`src/rtl/al_accel_pkg.sv`:
```
// Shared constants and types for the alpha-accelerator control-window sequencer.
package al_accel_pkg;

  // Register window of the accelerator control slave
  localparam logic [31:0] REG_BASE_ADDR = 32'h0200_1000;
  localparam logic [31:0] CTRL_REG_ADDR = 32'h0200_1050;

  // Control codes written to CTRL
  localparam logic [31:0] CTRL_RST = 32'd0;
  localparam logic [31:0] CTRL_CFG = 32'd1;
  localparam logic [31:0] CTRL_RUN = 32'd2;

  // Slave status code read back from CTRL[1:0]
  localparam logic [1:0]  ST_FIN   = 2'd3;

  typedef enum logic [2:0] {
    S_IDLE      = 3'd0,
    S_ENTER_CFG = 3'd1,
    S_WR_CFG    = 3'd2,
    S_START_RUN = 3'd3,
    S_POLL      = 3'd4,
    S_CLEAR     = 3'd5,
    S_DONE      = 3'd6
  } seq_state_e;

  // Word address of config register idx relative to the window base
  function automatic logic [31:0] cfg_reg_addr(input logic [31:0] base,
                                               input logic [4:0]  idx);
    return base + {25'd0, idx, 2'b00};
  endfunction

endpackage

```
`src/rtl/al_accel_cfg_seq.sv`:
```
// Hardware initiator for the alpha-accelerator control window: enters CFG,
// streams the config words, starts RUN, polls for FIN (bounded), then
// returns the slave to CTRL=0 and reports completion.
//
// Bus semantics: al_accel_mem_valid is a write strobe with no back-pressure.
// Every cycle it is high, exactly one write of al_accel_ctrl_wdata to
// al_accel_ctrl_waddr takes place; the slave always accepts. Reads are
// combinational: al_accel_ctrl_raddr is presented and al_accel_ctrl_rdata is
// sampled in the same cycle. Address/data outputs are 0 whenever unused.
module al_accel_cfg_seq
  import al_accel_pkg::*;
#(
  parameter int          NUM_CFG_REGS = 17,
  parameter logic [31:0] BASE_ADDR    = REG_BASE_ADDR,
  parameter logic [31:0] CTRL_ADDR    = CTRL_REG_ADDR,
  parameter int          POLL_TIMEOUT = 1024
) (
  input  logic        clk,
  input  logic        reset,
  input  logic        start,
  input  logic        abort,
  output logic [4:0]  cfg_idx,
  input  logic [31:0] cfg_data,
  output logic        busy,
  output logic        done,
  output logic        timeout_err,
  output logic        al_accel_mem_valid,
  output logic [31:0] al_accel_ctrl_waddr,
  output logic [31:0] al_accel_ctrl_wdata,
  output logic [31:0] al_accel_ctrl_raddr,
  input  logic [31:0] al_accel_ctrl_rdata,
  output seq_state_e  dbg_state_o
);

  localparam int             CNT_W    = $clog2(POLL_TIMEOUT + 1);
  localparam logic [CNT_W-1:0] CNT_LAST = CNT_W'(POLL_TIMEOUT - 1);
  localparam logic [4:0]     IDX_LAST = 5'(NUM_CFG_REGS - 1);

  seq_state_e       state_q;
  logic [4:0]       cfg_idx_q;
  logic [CNT_W-1:0] poll_cnt_q;
  logic             timeout_err_q;
  logic             aborted_q;

  // Only the status field of the read word carries meaning here
  logic [29:0] unused_rdata;
  assign unused_rdata = al_accel_ctrl_rdata[31:2];

  // Sequencer: state, config index, poll counter and sticky error flag
  always_ff @(posedge clk or posedge reset) begin
    if (reset) begin
      state_q       <= S_IDLE;
      cfg_idx_q     <= '0;
      poll_cnt_q    <= '0;
      timeout_err_q <= 1'b0;
      aborted_q     <= 1'b0;
    end else begin
      case (state_q)
        S_IDLE: begin
          if (start && !abort) begin
            timeout_err_q <= 1'b0;
            aborted_q     <= 1'b0;
            state_q       <= S_ENTER_CFG;
          end
        end
        S_ENTER_CFG: begin
          if (abort) begin
            aborted_q <= 1'b1;
            state_q   <= S_CLEAR;
          end else if (NUM_CFG_REGS == 0) begin
            state_q <= S_START_RUN;
          end else begin
            state_q <= S_WR_CFG;
          end
        end
        S_WR_CFG: begin
          if (abort) begin
            aborted_q <= 1'b1;
            cfg_idx_q <= '0;
            state_q   <= S_CLEAR;
          end else if (cfg_idx_q == IDX_LAST) begin
            cfg_idx_q <= '0;
            state_q   <= S_START_RUN;
          end else begin
            cfg_idx_q <= cfg_idx_q + 5'd1;
          end
        end
        S_START_RUN: begin
          poll_cnt_q <= '0;
          if (abort) begin
            aborted_q <= 1'b1;
            state_q   <= S_CLEAR;
          end else begin
            state_q <= S_POLL;
          end
        end
        S_POLL: begin
          // abort wins over FIN and over a timeout landing in the same cycle
          if (abort) begin
            aborted_q <= 1'b1;
            state_q   <= S_CLEAR;
          end else if (al_accel_ctrl_rdata[1:0] == ST_FIN) begin
            state_q <= S_CLEAR;
          end else if (poll_cnt_q == CNT_LAST) begin
            timeout_err_q <= 1'b1;
            state_q       <= S_CLEAR;
          end else begin
            poll_cnt_q <= poll_cnt_q + CNT_W'(1);
          end
        end
        S_CLEAR: begin
          state_q <= aborted_q ? S_IDLE : S_DONE;
        end
        S_DONE: begin
          state_q <= S_IDLE;
        end
        default: begin
          state_q <= S_IDLE;
        end
      endcase
    end
  end

  // Bus decode from registered state; config data passes straight through
  always_comb begin
    al_accel_mem_valid  = 1'b0;
    al_accel_ctrl_waddr = 32'd0;
    al_accel_ctrl_wdata = 32'd0;
    al_accel_ctrl_raddr = 32'd0;
    case (state_q)
      S_ENTER_CFG: begin
        al_accel_mem_valid  = 1'b1;
        al_accel_ctrl_waddr = CTRL_ADDR;
        al_accel_ctrl_wdata = CTRL_CFG;
      end
      S_WR_CFG: begin
        al_accel_mem_valid  = 1'b1;
        al_accel_ctrl_waddr = cfg_reg_addr(BASE_ADDR, cfg_idx_q);
        al_accel_ctrl_wdata = cfg_data;
      end
      S_START_RUN: begin
        al_accel_mem_valid  = 1'b1;
        al_accel_ctrl_waddr = CTRL_ADDR;
        al_accel_ctrl_wdata = CTRL_RUN;
      end
      S_POLL: begin
        al_accel_ctrl_raddr = CTRL_ADDR;
      end
      S_CLEAR: begin
        al_accel_mem_valid  = 1'b1;
        al_accel_ctrl_waddr = CTRL_ADDR;
        al_accel_ctrl_wdata = CTRL_RST;
      end
      default: begin
      end
    endcase
  end

  assign cfg_idx     = cfg_idx_q;
  assign busy        = (state_q != S_IDLE);
  assign done        = (state_q == S_DONE);
  assign timeout_err = timeout_err_q;
  assign dbg_state_o = state_q;

endmodule

```
`config.mk`:
```
export PLATFORM = sky130hd
export DESIGN_NAME = al_accel_cfg_seq
export DESIGN_NICKNAME = d
export VERILOG_FILES = /design/src/rtl/al_accel_pkg.sv /design/src/rtl/al_accel_cfg_seq.sv
export SDC_FILE = /design/constraint.sdc
export NUM_CORES = 1
export LEC_CHECK = 0
export BUFFER_PORTS_ARGS = -buffer_cell sky130_fd_sc_hd__buf_4
export CORE_ASPECT_RATIO = 1.2
export CORE_MARGIN = 1.5
export CORE_UTILIZATION = 38
export CTS_CLUSTER_SIZE = 8
export DETAILED_ROUTE_END_ITERATION = 10
export GPL_TIMING_DRIVEN = 0
export HOLD_SLACK_MARGIN = 0.1
export PLACE_DENSITY = 0.83
export SLEW_MARGIN = 20
export SYNTH_ARGS = -nofsm -noshare
export SYNTH_HDL_FRONTEND = slang
export SYNTH_SLANG_ARGS = --single-unit
export TNS_END_PERCENT = 20
```
`constraint.sdc`:
```
create_clock -name clk -period 2.41 [get_ports clk]
set_input_delay 0.241 -clock clk [delete_from_list [all_inputs] [get_ports clk]]
set_output_delay 0.241 -clock clk [all_outputs]
set_load 0.05 [all_outputs]
```
Word-level counts from Yosys, hierarchy flattened

Cells that the tools add are included.

Register bits after elaboration: 21
Input port bits: 68
Output and inout port bits: 108
Logic and storage cells: 66

Add/sub/neg operators: 3
Eq/ne operators: 17
Multiplexer cells: 27
Reduce and logical (&&, ||, !) cells: 14

Operators by type and width:

| kind                                                  | number |
|---|---|
| case mux 32 bit (3 select lines)                      | 1 |
| case mux 27 bit (2 select lines)                      | 1 |
| 2-to-1 mux 11 bit                                     | 3 |
| adder 26 x 7 -> 27 bit, first input constant          | 1 |
| 2-to-1 mux 26 bit                                     | 1 |
| 2-to-1 mux 3 bit                                      | 8 |
| case mux 11 bit (2 select lines)                      | 1 |
| case mux 3 bit (6 select lines)                       | 1 |
| adder 11 x 1 -> 11 bit, second input constant         | 1 |
| equality test 11 x 10 -> 1 bit, second input constant | 1 |
| 2-to-1 mux 5 bit                                      | 2 |
| inequality test 2 bit, second input constant          | 5 |
| equality test 3 bit, second input constant            | 3 |
| OR reduction 4 bit                                    | 2 |
| 2-to-1 mux 1 bit                                      | 7 |
| equality test 3 x 2 -> 1 bit, second input constant   | 2 |
| AND reduction 3 bit                                   | 2 |
| nonzero test 2 bit                                    | 3 |
| adder 5 x 1 -> 5 bit, second input constant           | 1 |
| equality test 5 bit, second input constant            | 1 |
| AND reduction 5 bit                                   | 1 |
| inequality test 4 bit, second input constant          | 1 |
| case mux 1 bit (2 select lines)                       | 2 |
| AND reduction 4 bit                                   | 1 |
| 9 further kinds                                       | 9 |

Depth between registers and ports, before layout

Gate-level depths: netlist of run 1.

Word-level depth: 5
Mapped depth: 7
Mapped depth without buffers: 5

Worst setup path after synthesis of run 1

No wires, ideal clock.

Kind: register to output
Start point: register state_q[1], in the netlist dbg_state_o[1]
End point: output al_accel_ctrl_wdata[0]
Arrival time: 1998 ps
Data required time: 2169 ps
Path slack: 171 ps
Cell stages (with the launch flop): 5
Path buffers: 1
Cell sequence: dfrtp_1 > clkbuf_1 > nor2b_1 > nand2_1 > a21oi_1

Longest elaborated chain between the ends: 2
Elaborated cells between the ends (all ways): 4
Classes of those cells: eq/ne: 3; mux: 1

RTL lines:

| item                                                                                | RTL line                | text |
|---|---|---|
| from (decl)                                                                         | al_accel_cfg_seq.sv:39  | `seq_state_e state_q;` |
| from (signal assigned)                                                              | al_accel_cfg_seq.sv:112 | `state_q <= aborted_q ? S_IDLE : S_DONE;` |
| equality test 3 x 2 -> 1 bit / equality test 3 x 1 -> 1 bit (equally long branches) | al_accel_cfg_seq.sv:130 | `case (state_q)` |
| case mux 32 bit (3 select lines) (*)                                                | al_accel_cfg_seq.sv:130 |  |
| to (decl)                                                                           | al_accel_cfg_seq.sv:29  | `output logic [31:0] al_accel_ctrl_wdata,` |

Mark *: on every way between the ends. The rest lies on a longest branch, timed or not.

Worst setup path after layout of run 1

Start point: register state_q[1], in the netlist dbg_state_o[1]
End point: output al_accel_ctrl_wdata[2]

The elaborated chain is that of the path after synthesis.

==> run summary, run 1 <==
Status: finished, final reports clean
Die Area: 5590 um2
WS Path Type: flop to output port
Clock slew at reported path FFs: 0.08 ns
Drt initial violations: 172
ANT nets after route: 0
Worst hold-check path type: input pin to asynchronous set/reset pin
RePlAce Congestion: 0.849
Global route overflow: 0
Pre-Repair DR Iteration Count: 4
Filler instances: 456
Slew @ Worst Pin: 0.817 ns
Routed vias: 2058
Setup crit start kind: flop
Die width: 68.5 um
Drt total wl: 5.51 mm
Site Rows: 28
Layout cells sized above 1: 0.414
Clock sinks: 21
Syn_area_per_cell: 7.86 um2
Overall power: 2.93 mW
Post-synthesis sequential area ratio: 0.269
Share of flip-flops with an asynchronous set or reset: 1.00
Commonest cells in the netlist: buf_4 (58), and2_1 (34), dfrtp_1 (21), nor2_1 (17), o31ai_1 (14)
RSZ-0062 raised after global routing: no
Clk buf depth: 2
Synth Flop Type: dfrtp_1
Nets: 468
CTS Root Cell: clkbuf_8
Endpoints failing setup: 0
PD cells: 990 nW/um2
CTS tree: done
Post-DP HPWL: 4.51 mm
Cells after synthesis: 249
Worst setup EP type: output port
Drc violations: 0
Distinct cells, synth: 42
Initial core utilization: 0.396
H-tree lvl count: 1
Final Cycle Share: 0.919
Largest net degree at the start of global routing: 22
Slew Limit Headroom: 0.455
Antenna violations before repair: 0
Fmax: 0.451 GHz
Required @ worst endpoint: 2.17 ns
Cell area after synthesis: 1960 um2
Fin Setup TNS: 0 ns
Leakage: 1.64 nW
Core area: 4940 um2
Io pins: 176
Post-Route Utilization: 0.600
Most common cell in the synthesized netlist: buf_4
First-pass GRT wire length: 8.25 mm
Routed length per instance: 12.1 um
Diodes inserted: 0
Final slew viol count: 0
#FFs+latches synth: 21
P&R area growth vs syn: 51.4%
Vias in the first global route: 1709
Min Tclk post-route: 2.21 ns
Dominant cells by area after synthesis: dfrtp_1 (27%), buf_4 (22%), and2_1 (11%)
Yosys warning count: 0
Area leader, netlist: dfrtp_1
Die Y: 81.6 um
WP data arrival: 1.97 ns
Vias per inst: 4.51
Maximum vdd drop: 947 uV
Number of flops mapped to enable cells by yosys: 0
Peak fanout along the critical path: 13
Hold-fix buffers, CTS: 0
Global-route usage over all layers: 0.195
Worst-Skew Late Latency: 0.26 ns
Max-cap violations: 0
CTS Buf Count: 3
Worst Skew: 0.00238 ns
Final hold violation count: 0
IO Port Bufs: 92
Synth top area share: 0.269
metrics by stage:
step / cells / worst slack [ns] / cell area (um2) / hold WS, ns
2_1_floorplan: 301 / 0.171 / 2150 / 0.218
3_3_place_gp: 453 / 0.231 / 2920 / 0.446
6_report: 456 / 0.195 / 2960 / 0.130
3_5_place_dp: 453 / 0.173 / 2920 / 0.457
5_1_grt: 456 / 0.0377 / 2960 / 0.227
4_1_cts: 456 / 0.165 / 2960 / 0.174
final timing paths:
kind                                            startpoint                         to  slack, ns  depth (start not counted)
worst min register to register   poll_cnt_q[9]$_DFFE_PP0P_  poll_cnt_q[9]$_DFFE_PP0P_       0.53                          1
worst max register to register  dbg_state_o[1]$_DFFE_PP0P_  poll_cnt_q[8]$_DFFE_PP0P_       0.38                          7
min in group clk                                     abort  poll_cnt_q[9]$_DFFE_PP0P_       0.32                          4
max in group asynchronous                            reset  poll_cnt_q[3]$_DFFE_PP0P_       1.77                          2
worst min-delay path                                 reset  poll_cnt_q[0]$_DFFE_PP0P_       0.13                          2
worst max-delay path            dbg_state_o[1]$_DFFE_PP0P_     al_accel_ctrl_wdata[2]       0.20                          5
sequential cells by signal, indices dropped and copies added, names as in the netlist:
name         cells
aborted_q        1
timeout_err      1
cfg_idx          5
dbg_state_o      3
poll_cnt_q      11
worst max-delay path, stage by stage, from the launching register on:
cell      delay (ns)
dfrtp_1         0.57
nand2b_1        0.17
nor2_2          0.28
clkbuf_1        0.29
and2_1          0.20
buf_4           0.20
where the power goes:
part           internal [mW]  switching [mW]
combinational          0.669            1.46
clock                  0.115           0.122
sequential             0.438           0.131
total                   1.22            1.71
cell families (layout without fill, tap and decap cells):
group	count (synthesis)	in the layout	share of synthesized area
xor gates and xnor gates	1	1	0.00448
AOI/OAI and AO/OA	51	51	0.166
adders and majority gates	3	3	0.0192
and+or+nand+nor	94	94	0.270
buffers and inverters	78	173	0.269
other	1	53	0.00192
DFF	21	21	0.269
metal layers:
layer,GRT usage,wire length (um)
met2,0.332,2680
met5,0,0
met4,0.0300,38
met1,0.254,2340
met3,0.0452,453
cell type report:
class                      count  area [um2]  share of cell area
buffer                        70         492               0.166
clock buffer                   3        41.3              0.0139
clock inverter                 1        5.00             0.00169
inverter                       7        31.3              0.0106
multi-input combinational    202        1100               0.372
sequential                    21         526               0.177
tap                           60        75.1              0.0253
timing repair buffer          92         691               0.233
cell usage in the layout (no fill, tap or decap), types with 4 or more instances in the layout:
master,synthesis,final
buf_4,58,150
and2_1,34,34
nor2_1,17,16
inv_1,6,6
nand2b_1,4,4
nand3_1,6,6
o31ai_1,14,14
o21ai_0,12,12
clkbuf_1,9,8
a21oi_1,11,11
dfrtp_1,21,21
conb_1,1,53
nand2_1,13,13
a31oi_1,4,4
timing repair:
item                                    in CTS  in global routing
endpoints found under the setup margin      29                  0
endpoints found under the hold margin        0                  0
resized for setup                            1                  0
setup buffers                                0                  0
Power figures use the tool's default switching activity.
==> run 2, diff against run 1 <==
Settings changed: MAX_ROUTING_LAYER set to met4.
==> run summary, run 2 (synthesis gave the netlist of run 1 again) <==
Status: finished, final reports clean (unchanged)
Required @ worst endpoint: 2.17 ns (about the same)
Worst hold-check path type: input pin to asynchronous set/reset pin (unchanged)
Final Instance Count excl. Fillers: 456 (unchanged)
Nets: 468 (unchanged)
Routed length per instance: 12.1 um (about the same)
Slew Limit Headroom: 0.452 (was 0.455)
PD cells: 989 nW/um2 (was 990 nW/um2)
ANT nets after route: 0 (unchanged)
Slew @ Worst Pin: 0.821 ns (was 0.817 ns)
Global route overflow: 0 (unchanged)
Reg power frac: 0.194 (about the same)
Vias in the first global route: 1707 (was 1709)
Switch share: 0.583 (about the same)
Vias per inst: 4.48 (was 4.51)
Post-DP HPWL: 4.51 mm (unchanged)
Clk buf depth: 2 (unchanged)
Drc violations: 0 (unchanged)
Commonest non-fill, non-tap cell in the layout: buf_4 (unchanged)
Hold-fix buffers, CTS: 0 (unchanged)
Drt initial violations: 147 (was 172)
Die width: 68.5 um (unchanged)
Die Y: 81.6 um (unchanged)
WP data arrival: 1.97 ns (about the same)
Maximum vdd drop: 946 uV (was 947 uV)
Largest Register: poll_cnt_q (unchanged)
Psw: 1.71 mW (about the same)
CTS tree: done (unchanged)
FF-to-FF path depth: 7 (unchanged)
Initial core utilization: 0.396 (unchanged)
Reg2Reg Capture Point: poll_cnt_q[4]$_DFFE_PP0P_ (was poll_cnt_q[8]$_DFFE_PP0P_)
Core area: 4940 um2 (unchanged)
Fmax: 0.452 GHz (was 0.451 GHz)
Site Rows: 28 (unchanged)
Clock Power Share: 0.081 (about the same)
Layout cells sized above 1: 0.414 (unchanged)
Most frequent cells in the layout: buf_4 (150), conb_1 (53), and2_1 (34), dfrtp_1 (21), nor2_1 (16) (unchanged)
Diodes inserted: 0 (unchanged)
Clock slew at reported path FFs: 0.08 ns (about the same)
Endpoints failing setup: 0 (unchanged)
Antenna violations before repair: 0 (unchanged)
H-tree lvl count: 1 (unchanged)
Worst-Skew Late Latency: 0.26 ns (about the same)
P&R area growth vs syn: 51.4% (unchanged)
Setup crit start kind: flop (unchanged)
RSZ-0062 raised after global routing: no (unchanged)
Drt total wl: 5.51 mm (about the same)
Min Tclk post-route: 2.21 ns (about the same)
CTS Buf Count: 3 (unchanged)
Post-Place Cells: 453 (unchanged)
Max-cap violations: 0 (unchanged)
Pre-Repair DR Iteration Count: 4 (unchanged)
Fin Setup TNS: 0 ns (unchanged)
Crit Reg-Reg Startpoint: dbg_state_o[1]$_DFFE_PP0P_ (unchanged)
IO Port Bufs: 92 (unchanged)
Largest net degree at the start of global routing: 22 (unchanged)
Routed vias: 2041 (was 2058)
Final slew viol count: 0 (unchanged)
Peak fanout along the critical path: 13 (unchanged)
Worst setup EP type: output port (unchanged)
Combinational power share: 0.725 (about the same)
Final hold violation count: 0 (unchanged)
Int Power: 1.22 mW (about the same)
Final Cycle Share: 0.918 (was 0.919)
Max FFs per register: 11 (unchanged)
CTS Root Cell: clkbuf_8 (unchanged)
Global-route usage over all layers: 0.201 (was 0.195)
RePlAce Congestion: 0.862 (was 0.849)
WS Path Type: flop to output port (unchanged)
Die Area: 5590 um2 (unchanged)
Io pins: 176 (unchanged)
Clock sinks: 21 (unchanged)
Leakage: 1.64 nW (unchanged)
Worst Skew: 0.00294 ns (was 0.00238 ns)
First-pass GRT wire length: 8.27 mm (was 8.25 mm)
Internal reg-to-reg setup slack: 0.38 ns (about the same)
[run 2: critical path, cell delays in order, from the launching register on]
cell,delay (ns)
dfrtp_1,0.57
nand2b_1,0.17
nor2_2,0.28
clkbuf_1,0.29
and2_1,0.20
buf_4,0.20
[run 2: power by group through the flow]
stage | logic [mW] | registers (mW) | clock network, mW
global placement | 2.11 | 0.560 | 0
finish | 2.12 | 0.567 | 0.237
CTS | 2.13 | 0.565 | 0.241
global route | 2.27 | 0.580 | 0.262
detailed placement | 2.14 | 0.560 | 0
floorplan | 1.44 | 0.714 | 0
[run 2: how the worst max path moves through the flow]
| stage | to | startpoint | slack (ns) |
|---|---|---|---|
| global placement | al_accel_ctrl_wdata[2] | dbg_state_o[1]$_DFFE_PP0P_ | 0.23 |
| global route | al_accel_ctrl_wdata[2] | dbg_state_o[1]$_DFFE_PP0P_ | 0.04 |
| finish | al_accel_ctrl_wdata[2] | dbg_state_o[1]$_DFFE_PP0P_ | 0.20 |
| CTS | al_accel_ctrl_wdata[2] | dbg_state_o[1]$_DFFE_PP0P_ | 0.17 |
| detailed placement | al_accel_ctrl_wdata[2] | dbg_state_o[1]$_DFFE_PP0P_ | 0.17 |
| floorplan | al_accel_ctrl_wdata[0] | dbg_state_o[1]$_DFFE_PP0P_ | 0.17 |
[run 2: metrics by stage]
| stage | util | hold slack (ns) | setup WS, ns | instance area, um2 | total power [mW] |
|---|---|---|---|---|---|
| 6_report | 0.600 | 0.131 | 0.197 | 2960 | 2.93 |
| 5_1_grt | 0.600 | 0.225 | 0.0377 | 2960 | 3.11 |
| 4_1_cts | 0.600 | 0.174 | 0.165 | 2960 | 2.94 |
| 3_5_place_dp | 0.591 | 0.457 | 0.173 | 2920 | 2.70 |
| 3_3_place_gp | 0.591 | 0.446 | 0.231 | 2920 | 2.67 |
| 2_1_floorplan | - | 0.218 | 0.171 | 2150 | 2.15 |
[run 2: area by class of cell]
class,count,area (um2)
well taps,60,75.1
clock buffers,3,41.3
multi-input cells,202,1100
fillers,456,1980
repair buffers,92,691
inverters,7,31.3
flip-flops and latches,21,526
clock inverters,1,5.00
plain buffers,70,492
[run 2: metal layers]
| layer | track usage | up-vias | wire length (um) |
|---|---|---|---|
| li1 | - | 1026 | - |
| met1 | 0.261 | 907 | 2350 |
| met2 | 0.331 | 103 | 2680 |
| met3 | 0.0384 | 5 | 442 |
| met4 | 0.0300 | 0 | 38 |
| met5 | - | - | 0 |
[run 2: timing repair]
item | in CTS | in global routing
setup buffers | 0 | 0
setup endpoints to repair | 29 | 0
resized for setup | 1 | 0
==> run 3, diff against run 2 <==
Settings changed: BUFFER_PORTS_ARGS -buffer_cell sky130_fd_sc_hd__buf_4 to not set, CORE_AREA set to 2 2 68 70, CORE_ASPECT_RATIO 1.2 to not set, CORE_MARGIN 1.5 to not set, CORE_UTILIZATION 38 to not set, DIE_AREA set to 0 0 70 72, DONT_BUFFER_PORTS set to 1, PLACE_DENSITY 0.83 to 0.62.
==> run summary, run 3 (synthesis gave the netlist of run 1 again) <==
CTS tree: done (unchanged)
Required @ worst endpoint: 2.17 ns (about the same)
Antenna violations before repair: 0 (unchanged)
IO Port Bufs: 0 (was 92)
Int Power: 0.949 mW (was 1.22 mW)
Io pins: 176 (unchanged)
Fmax: 0.419 GHz (was 0.452 GHz)
Setup crit start kind: flop (unchanged)
Final hold violation count: 0 (unchanged)
Fin Setup TNS: 0 ns (unchanged)
Worst Skew: 0.00459 ns (was 0.00294 ns)
Drt total wl: 4.83 mm (was 5.51 mm)
Drc violations: 0 (unchanged)
PD cells: 1120 nW/um2 (was 989 nW/um2)
Vias in the first global route: 1433 (was 1707)
Clock slew at reported path FFs: 0.08 ns (about the same)
Hold depth: 3
Nets: 378 (was 468)
Setup Slack @ Placement: -0.236 ns (was 0.173 ns)
Reg2Reg Capture Point: poll_cnt_q[9]$_DFFE_PP0P_ (was poll_cnt_q[4]$_DFFE_PP0P_)
Largest Register: poll_cnt_q (unchanged)
Clock Power Share: 0.092 (was 0.081)
Combinational power share: 0.614 (was 0.725)
Post-CTS Setup Repair Bufs: 0 (unchanged)
Maximum vdd drop: 949 uV (was 946 uV)
Slew Limit Headroom: 0.460 (was 0.452)
Layout cells sized above 1: 0.366 (was 0.414)
Global-route usage over all layers: 0.186 (was 0.201)
Die width: 70 um (was 68.5 um)
Site Rows: 24 (was 28)
WP data arrival: 2.15 ns (was 1.97 ns)
Max incr delay on CP: 0.54 ns (was 0.57 ns)
Leakage: 1.20 nW (was 1.64 nW)
Clk buf depth: 2 (unchanged)
P&R area growth vs syn: 19.8% (was 51.4%)
Slew @ Worst Pin: 0.809 ns (was 0.821 ns)
Max FFs per register: 11 (unchanged)
Die Area: 5040 um2 (was 5590 um2)
FF-to-FF path depth: 7 (unchanged)
Switch share: 0.637 (was 0.583)
Psw: 1.66 mW (was 1.71 mW)
Post-DP HPWL: 3.87 mm (was 4.51 mm)
Most frequent cells in the layout: buf_4 (58), conb_1 (53), and2_2 (28), dfrtp_1 (18), o31ai_1 (14) (was buf_4 (150), conb_1 (53), and2_1 (34), dfrtp_1 (21), nor2_1 (16))
CP cell instances: clkbuf_2 > nand2b_1 > and2_1 > inv_1 > buf_4 (was nand2b_1 > nor2_2 > clkbuf_1 > and2_1 > buf_4)
Worst setup path endpoint: al_accel_ctrl_waddr[12] (was al_accel_ctrl_wdata[2])
First-pass GRT wire length: 7.26 mm (was 8.27 mm)
Final worst slack: 0.0218 ns (was 0.197 ns)
Min Tclk post-route: 2.39 ns (was 2.21 ns)
Worst hold-check path type: input pin to flop (was input pin to asynchronous set/reset pin)
Drt initial violations: 80 (was 147)
RePlAce Congestion: 0.793 (was 0.862)
ANT nets after route: 0 (unchanged)
Core area: 4260 um2 (was 4940 um2)
Routed length per instance: 13.5 um (was 12.1 um)
Pre-Repair DR Iteration Count: 2 (was 4)
Peak fanout along the critical path: 10 (was 13)
Commonest non-fill, non-tap cell in the layout: buf_4 (unchanged)
Die Y: 72 um (was 81.6 um)
Crit Reg-Reg Startpoint: dbg_state_o[0]$_DFFE_PP0P_ (was dbg_state_o[1]$_DFFE_PP0P_)
Max-cap violations: 0 (unchanged)
Worst-Skew Late Latency: 0.26 ns (about the same)
H-tree lvl count: 1 (unchanged)
Internal reg-to-reg setup slack: 0.24 ns (was 0.38 ns)
Initial core utilization: 0.459 (was 0.396)
Status: finished, final reports clean (unchanged)
Final Cycle Share: 0.991 (was 0.918)
Overall power: 2.61 mW (was 2.93 mW)
Hold Startpoint: abort
RSZ-0062 raised after global routing: yes (was no)
Global route overflow: 0 (unchanged)
Final Cell Area: 2340 um2 (was 2960 um2)
Endpoints failing setup: 0 (unchanged)
Largest net degree at the start of global routing: 22 (unchanged)
Routed vias: 1652 (was 2041)
Cell with the largest stage delay on the worst path: dfrtp_2 (was dfrtp_1)
Worst setup EP type: output port (unchanged)
CTS Root Cell: clkbuf_8 (unchanged)
Vias per inst: 4.61 (was 4.48)
Final slew viol count: 0 (unchanged)
Origin of the worst setup path: dbg_state_o[1]$_DFFE_PP0P_ (unchanged)
WS Path Type: flop to output port (unchanged)
Diodes inserted: 0 (unchanged)
CTS Buf Count: 3 (unchanged)
Clock sinks: 21 (unchanged)
Placed instance area: 2220 um2 (was 2920 um2)
Reg power frac: 0.294 (was 0.194)
[run 3: cell count changes in the layout (fill, tap and decap cells not counted), moves of 2 or more]
cell      delta
and2_2      +28
buf_4       -92
and2_1      -29
dfrtp_2      +3
clkbuf_2     +2
dfrtp_1      -3
nor2_2       +4
nor2_1       -5
[run 3: timing repair]
item,CTS,global route
hold buffers,1,0
gates resized for setup,39,5
pin swaps,0,0
hold endpoints to repair,21,0
endpoints found under the setup margin,39,37
[run 3: worst min-delay path by stage]
| stage | end | slack [ns] |
|---|---|---|
| 2_1_floorplan | aborted_q$_DFFE_PP0P_ | 0.22 |
| 3_3_place_gp | poll_cnt_q[0]$_DFFE_PP0P_ | 0.34 |
| 3_5_place_dp | poll_cnt_q[0]$_DFFE_PP0P_ | 0.34 |
| 4_1_cts | poll_cnt_q[9]$_DFFE_PP0P_ | 0.25 |
| 5_1_grt | poll_cnt_q[9]$_DFFE_PP0P_ | 0.25 |
| 6_report | poll_cnt_q[9]$_DFFE_PP0P_ | 0.24 |
[run 3: stage by stage]
stage | std cells | util | hold slack [ns]
after floorplan | 301 | - | 0.218
final | 358 | 0.550 | 0.244
after detailed placement | 353 | 0.520 | 0.342
after global routing | 358 | 0.550 | 0.253
after global placement | 353 | 0.520 | 0.344
after CTS | 358 | 0.548 | 0.247
[run 3: area by class of cell]
cell class	count	area, um2
clock inverter	1	7.51
buffer	71	498
inverter	7	31.3
clock buffer	3	41.3
fill	418	1920
sequential	21	529
tap	52	65.1
multi-input combinational	202	1160
timing repair buffer	1	10.0
[run 3: critical path, delay by kind of cell (launching register included)]
family / cells / cell delay, ns
AND/OR/NAND/NOR: 2 / 0.44
buffers and inverters: 3 / 0.90
flip-flops: 1 / 0.54
[run 3: layer usage]
metal,GRT usage,part of all wire,routed length [um]
met2,0.313,0.48,2340
met4,0.0256,0.0043,21
met1,0.235,0.44,2110
met3,0.0458,0.076,366
met5,-,0,0
[run 3: power by group through the flow]
stage | Combinational [mW] | Clock, mW | Sequential (mW)
floorplan | 1.44 | 0 | 0.714
global placement | 1.55 | 0 | 0.768
detailed placement | 1.56 | 0 | 0.767
CTS | 1.60 | 0.248 | 0.765
global route | 1.71 | 0.262 | 0.786
finish | 1.61 | 0.241 | 0.767
